===== config.mk =====
export PLATFORM = sky130hd
export DESIGN_NAME = seg_scan_ctrl_flat
export DESIGN_NICKNAME = d
export VERILOG_FILES = /design/src/rtl/seg_scan_if.sv /design/src/rtl/seg_scan_ctrl.sv /design/src/flat_wrapper.sv
export SDC_FILE = /design/constraint.sdc
export NUM_CORES = 1
export LEC_CHECK = 0
export CAP_MARGIN = 15
export CORE_MARGIN = 2
export CORE_UTILIZATION = 40
export CTS_CLUSTER_SIZE = 12
export DETAILED_ROUTE_END_ITERATION = 12
export PLACE_DENSITY = 0.65
export SLEW_MARGIN = 5
export SYNTH_ARGS = -nofsm -noshare
export SYNTH_HDL_FRONTEND = slang
export SYNTH_SLANG_ARGS = --single-unit

===== constraint.sdc =====
create_clock -name clk -period 2.7 [get_ports clk]
set_input_delay 0.675 -clock clk [delete_from_list [all_inputs] [get_ports clk]]
set_output_delay 0.675 -clock clk [all_outputs]
set_load 0.005 [all_outputs]

===== src/rtl/seg_scan_if.sv =====
// seg_scan_if: load handshake between upstream logic and the scan controller.
// Upstream (master) offers a 16-bit display value. The controller (slave)
// takes it when load_valid & load_ready.
interface seg_scan_if;
  logic        load_valid;
  logic [15:0] load_data;
  logic        load_ready;

  modport master (output load_valid, load_data, input load_ready);
  modport slave  (input load_valid, load_data, output load_ready);
endinterface


===== src/rtl/seg_scan_ctrl.sv =====
// seg_scan_ctrl: 4-digit seven-segment scan controller.
// - Walks an active-low one-cold anode select across four digits.
// - Each slot opens with a blanking gap; hex_num is set up during that gap,
//   before the anode turns on.
// - New values land in a pending buffer. They are promoted to the active
//   buffer only while idle or at a frame boundary, so a frame never mixes two
//   values.
// Optional build macro SEG_SCAN_DIM_EN adds a brightness input that gates the
// anode inside the drive window.
module seg_scan_ctrl #(
  parameter int DIV_W     = 17,
  parameter int DIV_MAX   = 99999,
  parameter int BLANK_CYC = 1000
) (
  input  logic        clk,
  input  logic        rst_n,
  input  logic        en,
`ifdef SEG_SCAN_DIM_EN
  input  logic [3:0]  brightness,
`endif
  seg_scan_if.slave   load_if,
  output logic [3:0]  digit_sel,
  output logic [3:0]  hex_num,
  output logic        blank,
  output logic        frame_done
);

  localparam logic [1:0] S_IDLE  = 2'd0;
  localparam logic [1:0] S_BLANK = 2'd1;
  localparam logic [1:0] S_DRIVE = 2'd2;

  localparam logic [DIV_W-1:0] CNT_LAST   = DIV_W'(DIV_MAX);
  localparam logic [DIV_W-1:0] BLANK_LAST = DIV_W'(BLANK_CYC - 1);

  logic [1:0]       state, state_n;
  logic [DIV_W-1:0] cnt, cnt_n;
  logic [1:0]       idx, idx_n;
  logic [15:0]      active, active_n;
  logic [15:0]      pend, pend_n;
  logic             full, full_n;
  logic             fd_n, xfer, accept, anode_on;
  logic [3:0]       dsel_n, hex_n;
`ifdef SEG_SCAN_DIM_EN
  logic [DIV_W+3:0] cnt_pad;
`endif

  // Next-state: slot/digit sequencing, buffer promotion and load acceptance.
  always_comb begin
    state_n  = state;
    cnt_n    = cnt;
    idx_n    = idx;
    active_n = active;
    pend_n   = pend;
    full_n   = full;
    fd_n     = 1'b0;
    xfer     = 1'b0;
    accept   = load_if.load_valid & load_if.load_ready;
    case (state)
      S_IDLE: begin
        xfer = full;
        if (en) state_n = S_BLANK;
      end
      S_BLANK, S_DRIVE: begin
        if (!en) begin
          state_n = S_IDLE;
          cnt_n   = '0;
          idx_n   = 2'd0;
        end else if (cnt == CNT_LAST) begin
          cnt_n   = '0;
          idx_n   = idx + 2'd1;
          state_n = S_BLANK;
          if (idx == 2'd3) begin
            fd_n = 1'b1;
            xfer = full;
          end
        end else begin
          cnt_n = cnt + DIV_W'(1);
          if (cnt == BLANK_LAST) state_n = S_DRIVE;
        end
      end
      default: begin
        state_n = S_IDLE;
        cnt_n   = '0;
        idx_n   = 2'd0;
      end
    endcase
    // accept implies pending was empty, so it never collides with xfer
    if (xfer) begin
      active_n = pend;
      full_n   = 1'b0;
    end
    if (accept) begin
      pend_n = load_if.load_data;
      full_n = 1'b1;
    end
  end

  // Output decode from the next state so every output leaves a flop.
  always_comb begin
    anode_on = (state_n == S_DRIVE);
`ifdef SEG_SCAN_DIM_EN
    cnt_pad  = {4'b0000, cnt_n};
    anode_on = anode_on & ((brightness == 4'hF) | (cnt_pad[3:0] < brightness));
`endif
    dsel_n = anode_on ? ~(4'b0001 << idx_n) : 4'hF;
    hex_n  = active_n[{idx_n, 2'b00} +: 4];
  end

  // State and output registers; async reset also drops the pending value.
  always_ff @(posedge clk or negedge rst_n) begin
    if (!rst_n) begin
      state              <= S_IDLE;
      cnt                <= '0;
      idx                <= 2'd0;
      active             <= '0;
      pend               <= '0;
      full               <= 1'b0;
      digit_sel          <= 4'hF;
      hex_num            <= 4'h0;
      blank              <= 1'b1;
      frame_done         <= 1'b0;
      load_if.load_ready <= 1'b1;
    end else begin
      state              <= state_n;
      cnt                <= cnt_n;
      idx                <= idx_n;
      active             <= active_n;
      pend               <= pend_n;
      full               <= full_n;
      digit_sel          <= dsel_n;
      hex_num            <= hex_n;
      blank              <= (dsel_n == 4'hF);
      frame_done         <= fd_n;
      load_if.load_ready <= ~full_n;
    end
  end

endmodule


===== src/flat_wrapper.sv =====
// flat-port wrapper written by rule: the top's interface ports become plain ports
module seg_scan_ctrl_flat 
#(
  parameter int DIV_W     = 17,
  parameter int DIV_MAX   = 99999,
  parameter int BLANK_CYC = 1000
)
  (clk, rst_n, en, digit_sel, hex_num, blank, frame_done, load_if_load_valid, load_if_load_data, load_if_load_ready);
  seg_scan_if load_if_i ();
  input  logic clk;
  input  logic rst_n;
  input  logic en;
  output logic [3:0] digit_sel;
  output logic [3:0] hex_num;
  output logic blank;
  output logic frame_done;
  input wire logic [$bits(load_if_i.load_valid)-1:0] load_if_load_valid;
  input wire logic [$bits(load_if_i.load_data)-1:0] load_if_load_data;
  output wire logic [$bits(load_if_i.load_ready)-1:0] load_if_load_ready;
  assign load_if_i.load_valid = load_if_load_valid;
  assign load_if_i.load_data = load_if_load_data;
  assign load_if_load_ready = load_if_i.load_ready;
  seg_scan_ctrl #(.DIV_W(DIV_W), .DIV_MAX(DIV_MAX), .BLANK_CYC(BLANK_CYC)) u_core (.clk(clk), .rst_n(rst_n), .en(en), .load_if(load_if_i), .digit_sel(digit_sel), .hex_num(hex_num), .blank(blank), .frame_done(frame_done));
endmodule

== Word level (Yosys, flattened, before mapping) ==
Index checks and enable logic that the tools add are counted.

* Flip-flop bits (word level): 65
* Output and inout port bits: 11
* Logic and storage cells: 50

* Add/subtract/negate cells: 2
* Equal/unequal tests: 7
* Shift operators: 2
* Multiplexer cells: 23
* Bitwise logic cells: 3
* Reductions and logical operators: 2

{| class="wikitable"
|+ Operator list
! operator !! count
|-
| 17-bit 2-to-1 mux || 2
|-
| 17-bit one-hot mux with 2 select lines || 1
|-
| 17-bit by 1-bit adder with 17-bit output (second input constant) || 1
|-
| 17-bit by 10-bit == test with 1-bit output (second input constant) || 1
|-
| 17-bit == test (second input constant) || 1
|-
| 16-bit 2-to-1 mux || 1
|-
| 16-bit by 5-bit variable part select with 4-bit output || 1
|-
| 2-bit 2-to-1 mux || 6
|-
| 1-bit 2-to-1 mux || 9
|-
| 2-bit one-hot mux with 2 select lines || 2
|-
| 2-bit == test (second input constant) || 3
|-
| 4-bit == test (second input constant) || 1
|-
| 4-bit 2-to-1 mux || 1
|-
| 4-bit inverter || 1
|-
| 1-bit by 2-bit left shift with 4-bit output (first input constant) || 1
|-
| 2-bit by 1-bit adder with 2-bit output (second input constant) || 1
|-
| 2-bit by 1-bit == test with 1-bit output (second input constant) || 1
|-
| 2-bit zero test || 1
|-
| 1-bit one-hot mux with 2 select lines || 1
|-
| 2-bit OR reduction || 1
|-
| 1-bit bitwise AND || 1
|-
| 1-bit inverter || 1
|}

== Logic depth before layout (Yosys ltp) ==
* Word-level depth: 8
* Gate-level depth with buffers: 9
* Gate-level depth less buffers: 9

== Worst setup path before layout ==
Ideal clock, no wire load.

* Path kind: reg-to-reg
* From: register u_core.cnt[11]
* To: register u_core.hex_num[1]
* Library setup time: 134 ps
* Arrival time: 2512 ps
* Setup slack: 54 ps
* Cell stages (with the launch flop): 9
* Buffers on the path: 2
* Period minus slack after synthesis: 2646 ps
* Cell sequence: dfrtp_1 or4_4 or4_4 buf_6 o41ai_4 buf_6 a21boi_1 o221ai_1 nand4_1

* Longest elaborated chain between the ends: 6
* Elaborated cells on any way between the ends: 9
* Classes of those cells: eq/ne (1); shift (1); mux (7)

{| class="wikitable"
|+ RTL lines
! item !! line !! source
|-
| start, declared || seg_scan_ctrl.sv:36 || <nowiki>logic [DIV_W-1:0] cnt, cnt_n;</nowiki>
|-
| start signal, assigned || seg_scan_ctrl.sv:125 || <nowiki>cnt <= cnt_n;</nowiki>
|-
| 17-bit == test (*) || seg_scan_ctrl.sv:68 || <nowiki>end else if (cnt == CNT_LAST) begin</nowiki>
|-
| 1-bit 2-to-1 mux || seg_scan_ctrl.sv:68 ||
|-
| 1-bit 2-to-1 mux || seg_scan_ctrl.sv:64 || <nowiki>if (!en) begin</nowiki>
|-
| 1-bit one-hot mux with 2 select lines || seg_scan_ctrl.sv:58 || <nowiki>case (state)</nowiki>
|-
| 16-bit 2-to-1 mux || seg_scan_ctrl.sv:88 || <nowiki>if (xfer) begin</nowiki>
|-
| 16-bit by 5-bit variable part select with 4-bit output (*) || seg_scan_ctrl.sv:106 || <nowiki>hex_n = active_n[{idx_n, 2'b00} +: 4];</nowiki>
|-
| named net u_core.hex_n[1] || seg_scan_ctrl.sv:42 || <nowiki>logic [3:0] dsel_n, hex_n;</nowiki>
|-
| end signal, assigned || seg_scan_ctrl.sv:131 || <nowiki>hex_num <= hex_n;</nowiki>
|-
| end, declared || seg_scan_ctrl.sv:23 || <nowiki>output logic [3:0] hex_num,</nowiki>
|}

Mark *: on every way through the listed nets, which the timed path passes. The rest lies on a longest branch.
A chain may end at the register's enable or synchronous reset.

== Final worst setup path ==
* From: register u_core.cnt[11]
* To: register u_core.hex_num[2]

The elaborated chain is that of the path after synthesis.

==> impl_metrics.json <==
{
  "status": "finished, final reports clean",
  "num_vias": 2284,
  "asyncSetResetFlopFracSynth_pct": 100,
  "cp_max_fo": 16,
  "rsz0062_at_grt": "no",
  "clk_latency_ns": 0.34,
  "top_layer": "met4",
  "placedInstanceArea_um2": 3590,
  "dr.pass1.iters": 6,
  "seq_area_frac_synth_pct": 51.7,
  "grt_pass1_vias": 2269,
  "cts_tree": "built",
  "critical_path_class": "flip-flop to flip-flop",
  "routedWlPerCell_um": 15.0,
  "maxCapViolCount": 0,
  "numCtsBuffers": 9,
  "ir_worst_vdd_mv": 0.528,
  "hp-class": "input pin to async pin",
  "worstPathRequired_ns": 2.91,
  "drc_errors": 0,
  "critPathCaptureType": "flip-flop",
  "drtIter0Drc": 74,
  "ant_nets": 0,
  "clkTransAtPathRegs_ns": 0.08,
  "dieArea_um2": 8620,
  "ios": 31,
  "fin_hold_ws_ns": 0.493,
  "report.final.slew_viol_count": 0,
  "gp_congestion": 0.787,
  "place_ws_ns": 0.0626,
  "wl_met2_um": 3190,
  "syn_area_um2": 3160,
  "ys.flop_type": "dfrtp_1",
  "grt.overflow.total": 0,
  "cp_data_arrival_time_ns": 2.72,
  "syn_inst": 289,
  "ys_types": 49,
  "antenna_cells": 0,
  "worst_pin_slew_ns": 0.869,
  "post-route-util_pct": 50.1,
  "initial_core_util_pct": 41.1,
  "clkSinkCount": 65,
  "setup_ws_ns": 0.191,
  "cts_max_level": 3,
  "cts_buffer_depth": 2,
  "max-slew-margin-rel_pct": 42.1,
  "setup-violations-final": 0,
  "port_buffers": 30,
  "finalClockSkew_ns": 0.00941,
  "wl_um": 6590,
  "num_rows": 32,
  "tns_ns": 0,
  "power_leakage_nw": 1.72,
  "core_um2": 7690,
  "fp.dieW_um": 92.9,
  "grt_pass1_wl_um": 11000,
  "fin_crit_sh_pct": 92.9,
  "ys_ff_latch": 65,
  "antenna_found_initial": 0,
  "postCtsHoldBufs": 0,
  "grt_usage_pct": 16.4,
  "fin_cells": 439,
  "yosys_warnings": 0,
  "viasPerCell": 5.20,
  "grt_max_degree": 66,
  "num-nets-final": 356,
  "power_mw": 3.45,
  "finalHoldViolations": 0,
  "fin_area_um2": 3850,
  "area_growth_pct": 21.9,
  "place_hpwl_um": 4410,
  "avgSynthCellArea_um2": 10.9,
  "dr_wl_met3_um": 176,
  "cts-root-buf": "clkbuf_8",
  "crit_path_start_kind": "flip-flop",
  "fmax_mhz": 399,
  "syn_nets": 313,
  "dp.cells": 420,
  "synth_edf_count": 0,
  "drive_above_1_share_pct": 19.6,
  "power_density_nw_per_um2": 896,
  "wl_met1_um": 3150,
  "fin_crit_ns": 2.51,
  "dieHeight_um": 92.9
}
layout make-up:
type / count / area [µm²]
clock buffers: 9 / 124
clock inverters: 7 / 95.1
fillers: 698 / 3840
inverters: 8 / 30.0
multi-input cells: 203 / 1400
flip-flops and latches: 65 / 1630
well taps: 102 / 128
repair buffers: 45 / 438
routing by layer:
metal / up-vias / track usage [%]
met5: - / 0
met4: 0 / 6.25
met3: 5 / 4.39
met2: 25 / 25.7
met1: 1131 / 21.9
li1: 1123 / -
repair_timing:
action	CTS	global route
gates resized for setup	0	0
setup buffers	0	2
setup endpoints to repair	0	4
hold endpoints to repair	0	0
synth_stat cells, types with 2 or more instances:
cell / number / area, µm²
a21boi_1: 16 / 120
a21o_1: 2 / 15.0
a21oi_1: 4 / 20.0
a31oi_1: 2 / 12.5
and2_1: 3 / 18.8
and3_1: 12 / 75.1
and3_2: 6 / 45.0
buf_6: 6 / 67.6
clkbuf_1: 7 / 26.3
dfrtp_1: 59 / 1480
dfstp_2: 6 / 158
ha_1: 4 / 50.1
inv_1: 8 / 30.0
mux2_2: 16 / 180
mux2i_1: 2 / 20.0
nand2_1: 17 / 63.8
nand2b_1: 3 / 18.8
nand3_1: 9 / 45.0
nand4_1: 8 / 50.1
nor2_1: 20 / 75.1
nor3_1: 4 / 20.0
nor4_1: 3 / 18.8
o211ai_1: 4 / 30.0
o21ai_0: 15 / 75.1
o221ai_1: 4 / 35.0
or2_1: 16 / 100
or4_4: 2 / 22.5
xnor2_1: 3 / 26.3
xor2_1: 8 / 70.1
registers in the layout, indices dropped and copies added, names as in the netlist:
| signal | cells |
|---|---|
| u_core.cnt | 17 |
| u_core.active | 16 |
| u_core.pend | 16 |
| u_core.digit_sel | 4 |
| u_core.hex_num | 4 |
| u_core.idx | 2 |
| u_core.state | 2 |
| u_core.blank | 1 |
| u_core.frame_done | 1 |
| u_core.full | 1 |
| u_core.load_if.load_ready | 1 |
placed cells by master (no fill, tap or decap), types with 2 or more instances in the layout:
master           count
nand4_1              8
xor2_1               8
o21ai_0             15
or2_1               16
xnor2_1              3
clkdlybuf4s50_1     29
nor4_1               3
a21oi_1              4
o221ai_1             4
inv_1                8
clkinv_2             2
nand2_1             17
dfstp_2              6
nor2_1              20
bufinv_16            2
a21o_1               2
clkbuf_8             9
and3_2               6
or4_4                2
mux2_2              16
and3_1              12
buf_4               13
nand3_1              9
dfrtp_1             59
mux2i_1              2
nor3_1               4
o211ai_1             4
a31oi_1              2
a21boi_1            16
nand2b_1             3
and2_1               3
ha_1                 4
clkinv_4             2
critical path, stage by stage, from the launching register on:
cell      delay [ns]
dfrtp_1         0.37
or4_4           0.54
or4_4           0.49
o41ai_4         0.25
buf_4           0.18
buf_12          0.13
a21boi_1        0.09
o221ai_1        0.23
nand4_1         0.11
worst paths after layout:
kind,start,to,slack (ns),cells past startpoint
worst min register to register,u_core.pend[6]$_DFFE_PN0P_,u_core.pend[6]$_DFFE_PN0P_,0.50,1
min in group clk,u_core.pend[6]$_DFFE_PN0P_,u_core.pend[6]$_DFFE_PN0P_,0.50,1
worst min-delay path,rst_n,u_core.cnt[6]$_DFFE_PN0N_,0.49,2
worst max register to register,u_core.cnt[11]$_DFFE_PN0N_,u_core.hex_num[2]$_DFF_PN0_,0.19,8
max in group asynchronous,rst_n,u_core.cnt[0]$_DFFE_PN0N_,1.65,2
worst max-delay path,u_core.cnt[11]$_DFFE_PN0N_,u_core.hex_num[2]$_DFF_PN0_,0.19,8
report_power, final:
group	internal, mW	switching, mW
Combinational	0.599	0.495
Sequential	1.28	0.171
Clock	0.519	0.387
kinds of logic after synthesis:
group	share of synthesized area, %
flops	51.7
mux	6.34
fa+ha+maj	1.58
compound gates	13.1
xor+xnor	3.05
buf+inv	3.92
simple gates	20.2
Power figures use the tool's default switching activity.
